--- config.mk ---
export PLATFORM = sky130hd
export DESIGN_NAME = id_stage
export DESIGN_NICKNAME = d
export VERILOG_FILES = /design/src/rtl/id_stage_pkg.sv /design/src/rtl/id_imm_sel.sv /design/src/rtl/id_stage.sv
export SDC_FILE = /design/constraint.sdc
export NUM_CORES = 1
export LEC_CHECK = 0
export CAP_MARGIN = 15
export CORE_MARGIN = 3
export CORE_UTILIZATION = 40
export DETAILED_ROUTE_END_ITERATION = 8
export PLACE_DENSITY_LB_ADDON = 0.3
export SETUP_SLACK_MARGIN = 0.05
export SYNTH_ARGS = -nofsm -noshare
export SYNTH_HDL_FRONTEND = slang
export SYNTH_HIERARCHICAL = 1
export SYNTH_SLANG_ARGS = --single-unit
--- constraint.sdc ---
create_clock -name clk -period 2.2 [get_ports clk]
set_input_delay 0.44 -clock clk [delete_from_list [all_inputs] [get_ports clk]]
set_output_delay 0.44 -clock clk [all_outputs]
set_load 0.01 [all_outputs]
--- src/rtl/id_stage_pkg.sv ---
// Shared CPU decode constants: base opcodes and immediate-type encodings.
// The immediate generator downstream relies on the same encodings.
package id_stage_pkg;

  localparam logic [6:0] OPC_LOAD      = 7'b0000011;
  localparam logic [6:0] OPC_OP_IMM    = 7'b0010011;
  localparam logic [6:0] OPC_AUIPC     = 7'b0010111;
  localparam logic [6:0] OPC_OP_IMM_32 = 7'b0011011;
  localparam logic [6:0] OPC_STORE     = 7'b0100011;
  localparam logic [6:0] OPC_OP        = 7'b0110011;
  localparam logic [6:0] OPC_LUI       = 7'b0110111;
  localparam logic [6:0] OPC_OP_32     = 7'b0111011;
  localparam logic [6:0] OPC_BRANCH    = 7'b1100011;
  localparam logic [6:0] OPC_JALR      = 7'b1100111;
  localparam logic [6:0] OPC_JAL       = 7'b1101111;
  localparam logic [6:0] OPC_SYSTEM    = 7'b1110011;

  typedef enum logic [1:0] {
    IMM_S     = 2'b00,
    IMM_SHIFT = 2'b01,
    IMM_I     = 2'b10,
    IMM_U     = 2'b11
  } imm_type_e;

  // Shift-immediate forms (SLLI/SRLI/SRAI and their -W variants) use funct3 001/101.
  function automatic logic is_shift_funct3(input logic [2:0] funct3);
    return (funct3 == 3'b001) || (funct3 == 3'b101);
  endfunction

endpackage

--- src/rtl/id_imm_sel.sv ---
// Opcode classifier: immediate type, immediate use and illegal-opcode flag.
// Purely combinational; evaluated on the incoming instruction before it is registered.
module id_imm_sel
  import id_stage_pkg::*;
(
  input  logic [6:0] opcode,
  input  logic [2:0] funct3,
  output imm_type_e  imm_type,
  output logic       uses_imm,
  output logic       illegal
);

  // Classify the opcode; anything not recognised is illegal and reports IMM_I.
  // Every listed opcode ends in 2'b11, so a non-32-bit encoding falls to the default.
  always_comb begin
    imm_type = IMM_I;
    uses_imm = 1'b0;
    illegal  = 1'b1;
    unique case (opcode)
      OPC_STORE: begin
        imm_type = IMM_S;
        uses_imm = 1'b1;
        illegal  = 1'b0;
      end
      OPC_OP_IMM, OPC_OP_IMM_32: begin
        imm_type = is_shift_funct3(funct3) ? IMM_SHIFT : IMM_I;
        uses_imm = 1'b1;
        illegal  = 1'b0;
      end
      OPC_LOAD, OPC_JALR: begin
        imm_type = IMM_I;
        uses_imm = 1'b1;
        illegal  = 1'b0;
      end
      OPC_LUI, OPC_AUIPC: begin
        imm_type = IMM_U;
        uses_imm = 1'b1;
        illegal  = 1'b0;
      end
      OPC_OP, OPC_OP_32, OPC_BRANCH, OPC_JAL, OPC_SYSTEM: begin
        illegal = 1'b0;
      end
      default: begin
        imm_type = IMM_I;
        uses_imm = 1'b0;
        illegal  = 1'b1;
      end
    endcase
  end

endmodule

--- src/rtl/id_stage.sv ---
// Instruction decode stage: one output register plus one skid entry.
// in_ready comes straight from the skid flag so there is no combinational
// path from out_ready back to the fetch side.
module id_stage
  import id_stage_pkg::*;
#(
  parameter int INST_WIDTH   = 32,
  parameter int ADDR_WIDTH   = 64,
  parameter int IMM_TYPE_NUM = 4
) (
  input  logic                            clk,
  input  logic                            rst_n,
  input  logic                            flush,
  input  logic                            in_valid,
  output logic                            in_ready,
  input  logic [INST_WIDTH-1:0]           in_inst,
  input  logic [ADDR_WIDTH-1:0]           in_pc,
  output logic                            out_valid,
  input  logic                            out_ready,
  output logic [INST_WIDTH-1:0]           out_inst,
  output logic [ADDR_WIDTH-1:0]           out_pc,
  output logic [$clog2(IMM_TYPE_NUM)-1:0] out_imm_type,
  output logic                            out_uses_imm,
  output logic [4:0]                      out_rs1,
  output logic [4:0]                      out_rs2,
  output logic [4:0]                      out_rd,
  output logic                            out_illegal
);

  localparam int ITW = $clog2(IMM_TYPE_NUM);

  imm_type_e             dec_imm_type;
  logic [ITW-1:0]        dec_imm_type_w;
  logic                  dec_uses_imm;
  logic                  dec_illegal;

  logic                  out_valid_q;
  logic [INST_WIDTH-1:0] out_inst_q;
  logic [ADDR_WIDTH-1:0] out_pc_q;
  logic [ITW-1:0]        out_imm_type_q;
  logic                  out_uses_imm_q;
  logic                  out_illegal_q;

  logic                  skid_valid_q;
  logic [INST_WIDTH-1:0] skid_inst_q;
  logic [ADDR_WIDTH-1:0] skid_pc_q;
  logic [ITW-1:0]        skid_imm_type_q;
  logic                  skid_uses_imm_q;
  logic                  skid_illegal_q;

  logic                  in_fire;
  logic                  out_free;

  id_imm_sel u_imm_sel (
    .opcode   (in_inst[6:0]),
    .funct3   (in_inst[14:12]),
    .imm_type (dec_imm_type),
    .uses_imm (dec_uses_imm),
    .illegal  (dec_illegal)
  );

  assign dec_imm_type_w = ITW'(dec_imm_type);

  assign in_ready = !skid_valid_q;
  assign in_fire  = in_valid && in_ready;
  // Output register can take new data this edge: empty, or being consumed now.
  assign out_free = !out_valid_q || out_ready;

  // Output register: skid entry has priority over a new input to keep order.
  always_ff @(posedge clk or negedge rst_n) begin
    if (!rst_n) begin
      out_valid_q    <= 1'b0;
      out_inst_q     <= '0;
      out_pc_q       <= '0;
      out_imm_type_q <= '0;
      out_uses_imm_q <= 1'b0;
      out_illegal_q  <= 1'b0;
    end else if (flush) begin
      out_valid_q <= 1'b0;
    end else if (out_free) begin
      if (skid_valid_q) begin
        out_valid_q    <= 1'b1;
        out_inst_q     <= skid_inst_q;
        out_pc_q       <= skid_pc_q;
        out_imm_type_q <= skid_imm_type_q;
        out_uses_imm_q <= skid_uses_imm_q;
        out_illegal_q  <= skid_illegal_q;
      end else if (in_fire) begin
        out_valid_q    <= 1'b1;
        out_inst_q     <= in_inst;
        out_pc_q       <= in_pc;
        out_imm_type_q <= dec_imm_type_w;
        out_uses_imm_q <= dec_uses_imm;
        out_illegal_q  <= dec_illegal;
      end else begin
        out_valid_q <= 1'b0;
      end
    end
  end

  // Skid entry: catches an accepted instruction while the output is stalled,
  // and is refilled from the input if it drains in the same cycle as an accept.
  always_ff @(posedge clk or negedge rst_n) begin
    if (!rst_n) begin
      skid_valid_q    <= 1'b0;
      skid_inst_q     <= '0;
      skid_pc_q       <= '0;
      skid_imm_type_q <= '0;
      skid_uses_imm_q <= 1'b0;
      skid_illegal_q  <= 1'b0;
    end else if (flush) begin
      skid_valid_q <= 1'b0;
    end else if ((skid_valid_q && out_free && in_fire) ||
                 (!skid_valid_q && !out_free && in_fire)) begin
      skid_valid_q    <= 1'b1;
      skid_inst_q     <= in_inst;
      skid_pc_q       <= in_pc;
      skid_imm_type_q <= dec_imm_type_w;
      skid_uses_imm_q <= dec_uses_imm;
      skid_illegal_q  <= dec_illegal;
    end else if (skid_valid_q && out_free) begin
      skid_valid_q <= 1'b0;
    end
  end

  assign out_valid    = out_valid_q;
  assign out_inst     = out_inst_q;
  assign out_pc       = out_pc_q;
  assign out_imm_type = out_imm_type_q;
  assign out_uses_imm = out_uses_imm_q;
  assign out_illegal  = out_illegal_q;
  assign out_rd       = out_inst_q[11:7];
  assign out_rs1      = out_inst_q[19:15];
  assign out_rs2      = out_inst_q[24:20];

endmodule

== Word-level counts from Yosys, hierarchy flattened ==
Cells that the tools add are included.

* Register bits: 202
* Latch bits: 0
* Bits in writable memories: 0
* Bits in read-only memories: 0
* Bits of input ports: 101
* Output and inout port bits: 117
* Word-level logic and storage cells: 68
* Memories: 0

* Add/sub/neg operators: 0
* Multiply operators: 0
* Divide/modulo/power cells: 0
* Order comparisons: 0
* Equal/unequal tests: 14
* Shifts and indexed selects: 0
* Mux-type cells: 21
* Bitwise operators: 1
* Reduce and logical (&&, ||, !) cells: 20

{| class="wikitable"
|+ Operators by type and width
! cell !! number
|-
| $mux 64 || 2
|-
| $mux 32 || 2
|-
| $eq 7x6->1 const B || 4
|-
| $eq 7x7->1 const B || 4
|-
| $eq 7x5->1 const B || 3
|-
| $mux 1 || 13
|-
| $reduce_or 12->1 || 1
|-
| $eq 7x2->1 const B || 1
|-
| $reduce_or 7->1 || 1
|-
| $mux 2 || 3
|-
| $pmux 2 s3 || 1
|-
| $logic_and 1x1->1 || 5
|-
| $reduce_bool 2->1 || 2
|-
| $reduce_or 2->1 || 2
|-
| $eq 3x1->1 const B || 1
|-
| $eq 3x3->1 const B || 1
|-
| $logic_not 1->1 || 3
|-
| $logic_or 1x1->1 || 3
|-
| $reduce_and 3->1 || 1
|-
| $reduce_bool 3->1 || 1
|-
| $reduce_and 2->1 || 1
|-
| $not 1->1 || 1
|}

== Logic depth before layout (Yosys ltp) ==
* Word-level depth: 8
* Gate-level depth with buffers: 5
* Depth with buffers taken out: 5

== Hierarchy ==
The synthesis kept the hierarchy.

{| class="wikitable"
|+ By module, submodules not included
! module !! instances !! cells an instance !! area each (sq um) !! seq. area each (sq um)
|-
| id_stage || 1 || 559 || 9466.6 || 5054.8
|-
| id_imm_sel || 1 || 23 || 128.9 || 0.0
|}

== Least setup slack after synthesis ==
OpenSTA, ideal clock, no wires.

* Kind: input to register
* Start point: in in_inst[5]
* End point: reg out_imm_type_q[1], in the netlist out_imm_type[1]
* Library setup time: 125 ps
* Data arrival time: 1635 ps
* Required time: 2075 ps
* Path slack: 440 ps
* Stages on the path: 5
* Path buffers: 0
* Cells stage by stage: nor2_1 a31oi_1 or4_1 mux2_1 mux2_4

* Word-level cells in the longest chain between the ends: 5
* Elaborated cells on any way between the ends: 10
* Those cells by class: eq/ne: 5; mux: 3; reduce/logical: 2

{| class="wikitable"
|+ RTL lines
! item !! RTL line !! source
|-
| start: declaration || id_stage.sv:16 || <nowiki>input logic [INST_WIDTH-1:0] in_inst,</nowiki>
|-
| $eq 7x6->1 / $eq 7x5->1 (equally long branches) || id_imm_sel.sv:19 || <nowiki>unique case (opcode)</nowiki>
|-
| $reduce_or 2->1 || n/a ||
|-
| $pmux 2 s3 (*) || id_imm_sel.sv:19 ||
|-
| net dec_imm_type[1] || id_stage.sv:32 || <nowiki>imm_type_e dec_imm_type;</nowiki>
|-
| $mux 2 (*) || id_stage.sv:88 || <nowiki>end else if (in_fire) begin</nowiki>
|-
| $mux 2 (*) || id_stage.sv:81 || <nowiki>if (skid_valid_q) begin</nowiki>
|-
| end signal: assignment || id_stage.sv:85 || <nowiki>out_imm_type_q <= skid_imm_type_q;</nowiki>
|-
| end signal: assignment || id_stage.sv:92 || <nowiki>out_imm_type_q <= dec_imm_type_w;</nowiki>
|-
| end: declaration || id_stage.sv:40 || <nowiki>logic [ITW-1:0] out_imm_type_q;</nowiki>
|}

The timed path passes the listed nets; every way through them passes the cells marked *. The select of a mux whose other input is x is not followed.
A chain may end at the register's enable or synchronous reset.

== Final worst setup path ==
* Start point: reg skid_valid_q
* End point: out in_ready

* Word-level cells in the longest chain between the ends: 1

{| class="wikitable"
|+ RTL lines
! item !! RTL line !! source
|-
| start: declaration || id_stage.sv:44 || <nowiki>logic skid_valid_q;</nowiki>
|-
| start signal: assignment || id_stage.sv:105 || <nowiki>skid_valid_q <= 1'b0;</nowiki>
|-
| start signal: assignment || id_stage.sv:112 || <nowiki>skid_valid_q <= 1'b0;</nowiki>
|-
| start signal: assignment || id_stage.sv:115 || <nowiki>skid_valid_q <= 1'b1;</nowiki>
|-
| $logic_not 1->1 || id_stage.sv:64 || <nowiki>assign in_ready = !skid_valid_q;</nowiki>
|-
| end: declaration || id_stage.sv:15 || <nowiki>output logic in_ready,</nowiki>
|}

No other way between the ends.

==> results.md <==
- Post-layout total power: 11450 µW
- Count of different cell masters after synthesis: 26
- Avg Vias per Cell: roughly 5
- Top fanout value on the critical path: 2
- Average footprint of a synthesized cell: 16.49 µm²
- Combinational family with the most area after synthesis: multiplexers
- Placement Rows: 56
- Width of the die: 160.9 µm
- Initial standard-cell utilization of the core: between 40% and 50%
- Worst-skew pair later-pin latency: around 500 ps
- Min-Delay Path Class: input port to async pin
- Simple-gate portion of the synthesized area: under 10%
- Top Ports: between 200 and 250
- Iter 0 DRT Violations: around 180
- Crit path required time: about 1800 ps
- Diodes inserted: 0
- Placed cells: 1097
- Count of placed standard cells in the final layout, fillers left out: 1142
- Achievable frequency: between 0.4 and 0.5 GHz
- Clock slew seen by the registers of the worst setup and hold paths: about 60 ps
- Top-area cell type share of the netlist area: 52.68%
- Worst reg-to-reg path cell count: 6
- Most frequent cells after synthesis: dfrtp_1, mux2_4, mux2_1
- Layout overhead on the synthesized area: 33.33%
- Synth Area in Compound Gates: less than 1%
- Inserted Clock Buffers: 23
- Slack of the critical path: around 170 ps
- Cell Pwr Density: around 900 nW/µm²
- Sequential share of the synthesized area: between 50 and 60%
- Largest incremental delay on the critical path: roughly 530 ps
- Share of final-layout standard cells stronger than drive strength 1: between 30% and 40%
- Critical-path cell list: inv_1 > clkdlybuf4s50_1
- Total count of max-transition violations in the final report: 0
- GRT Util Overall: 16.35%
- Area of the die: roughly 26000 µm²
- Synth Net Count: about 680
- Post-detailed-route count of antenna-violating nets: 0
- Slowest stage cell on the critical path: clkdlybuf4s50_1
- Total grt overflow: 0
- Share of the synthesized netlist area taken by xor and xnor gates: 0%
- Final Setup Violations: 0
- Clock tree from TritonCTS: yes
- Pre-CTS setup slack: -131.8 ps
- Layout Utilization: between 50% and 60%
- Run status: complete, no violations
- Most area-hungry cell type in the Yosys netlist: dfrtp_1
- Number of enable-type register cells in the synthesized netlist: 0
- Final net count: about 910
- Hold violation total from the final report: 0
- RD Place Congestion: 0.7670
- Clock period minus worst slack: about 2000 ps
- Adder-Cell Fraction of Synth Area: 0%
- Root buffer cell: clkbuf_16
- Setup crit start kind: register
- H-Tree Level Count: 1
- Via count: approximately 5600
- Die Ht: about 160 µm
- Top post-synthesis cells by area: dfrtp_1, mux2_4, mux2_1
- RSZ-0062 raised after global routing: false
- PostCTS Resize Cnt: 0
- Kind of end point of the critical path: output port
- Antenna violations before repair: 0
- First-pass GRT wire length: 34690 µm
- Number of synthesized register bits: a little over 200
- Relative slew slack: a little over two thirds
- Half-perimeter wire length after placement: between 10000 and 15000 µm
- Combined area of all synthesized cells: between 9000 and 10000 µm²
- Leading cell type by number of instances after synthesis: dfrtp_1
- Proportion of synthesized area in mux cells: 39.51%
- Setup skew after layout: between 10 and 15 ps
- Leakage power: between 0.005 and 0.006 µW
- Worst voltage drop across the vdd grid: between 0.6 and 0.7 mV
- Worst R2R End: out_pc[20]
- Number of input and output port buffers inserted: approximately 220
- Clock sink count: roughly 200
- Total Routed Length: ~21000 µm
- Worst Path Class, Setup: register to output port
- Largest net degree at the start of global routing: 56
- Crit path arrival time: about 1600 ps
- Via count of the first global-routing pass: 6382
- Core ar.: roughly 24000 µm²
- Total of max-cap violations: 0
- Average wire per cell in the routed design: between 15 and 20 µm
- Clock buffer depth: 3
- Share of the clock period used by the worst path after layout: roughly 92%
- Worst R2R Setup Slack: slightly above 400 ps
- First-pass DRT Iterations: 4
- Yosys warning count: 6
- Share of flip-flops with an asynchronous set or reset after synthesis: 100.0%
- Beginning of the worst register-to-register path: skid_valid_q
- Synthesized instance count: slightly below 600
- Top FF cell, synth: dfrtp_1
- Worst-Margin Slew: between 400 and 500 ps
- DRC violations left: 0
==> state kept, by name, summed over array words and instances (netlist names) <==
name	cells
skid_inst_q	32
skid_illegal_q	1
skid_uses_imm_q	1
skid_valid_q	1
out_inst	32
out_imm_type	2
out_uses_imm	1
skid_pc_q	64
out_valid	1
out_pc	64
skid_imm_type_q	2
out_illegal	1
==> final cells by class <==
class / count / area [µm²]
clock buffers: 34 / 696.9
clock inverters: 8 / 75.07
fillers: 1951 / 10750
inverters: 3 / 11.26
multi-input cells: 329 / 3986
flip-flops and latches: 202 / 5059
well taps: 319 / 399.1
repair buffers: 247 / 2566
==> report_power, final <==
group          leakage (µW)  switching (µW)  internal, µW
Clock              0.000383            1520          2310
Combinational       0.00275             870          1770
Sequential          0.00242             457          4520
Total               0.00555            2850          8600
==> critical path, delay by kind of cell (launching register included) <==
family / cells / cell delay [ps]
buf+inv: 2 / 590
flops: 1 / 500
==> how the worst max path moves through the flow <==
stage / from / end / depth (start not counted) / slack [ps]
after floorplan: in_inst[5] / out_imm_type[1] / 5 / 440
after global placement: in_inst[5] / out_imm_type[1] / 6 / -110
after detailed placement: in_inst[5] / out_imm_type[1] / 6 / -130
after CTS: skid_valid_q / in_ready / 2 / 130
after global routing: skid_valid_q / in_ready / 2 / 110
final: skid_valid_q / in_ready / 2 / 170
==> through the flow <==
step                      setup TNS (ps)  hold WS (ps)  instance area, µm²
after detailed placement          -178.0         440.8               12000
after global placement            -120.1         432.2               12000
final                                  0         453.6               12790
after floorplan                        0         144.4                9595
after CTS                              0         458.5               12790
after global routing                   0         486.0               12790
==> timing repair <==
item / CTS / global route
endpoints found under the hold margin: 49 / 0
buffers inserted: 2 / 0
endpoints found under the setup margin: 1 / 0
hold buffers: 1 / 0
==> layout by cell type, fill, tap and decap left out, types with 2 or more instances in the layout <==
cell type	instances
nand2_1	3
nor2_1	5
clkinv_2	4
nor2b_1	2
clkbuf_8	9
mux2_2	92
dfrtp_1	201
a31oi_1	4
a21oi_1	2
clkbuf_1	3
inv_6	2
inv_1	3
buf_4	16
mux2_4	110
clkdlybuf4s50_1	216
buf_12	13
clkbuf_16	23
mux2_1	98
==> routing by layer <==
metal	vias to the layer above	part of all wire [%]	global-route usage, %
met5	-	0	0
met1	2872	42	20.62
met2	167	49	28.02
li1	2520	-	-
met3	31	6.9	4.436
met4	0	2.0	4.106
==> kinds of logic (layout without fill, tap and decap cells) <==
| family | count (synthesis) | count (layout) |
|---|---|---|
| flops | 202 | 202 |
| simple gates | 21 | 21 |
| buf+inv | 51 | 292 |
| mux | 300 | 300 |
| compound gates | 8 | 8 |
(Power assumes the default switching activity.)
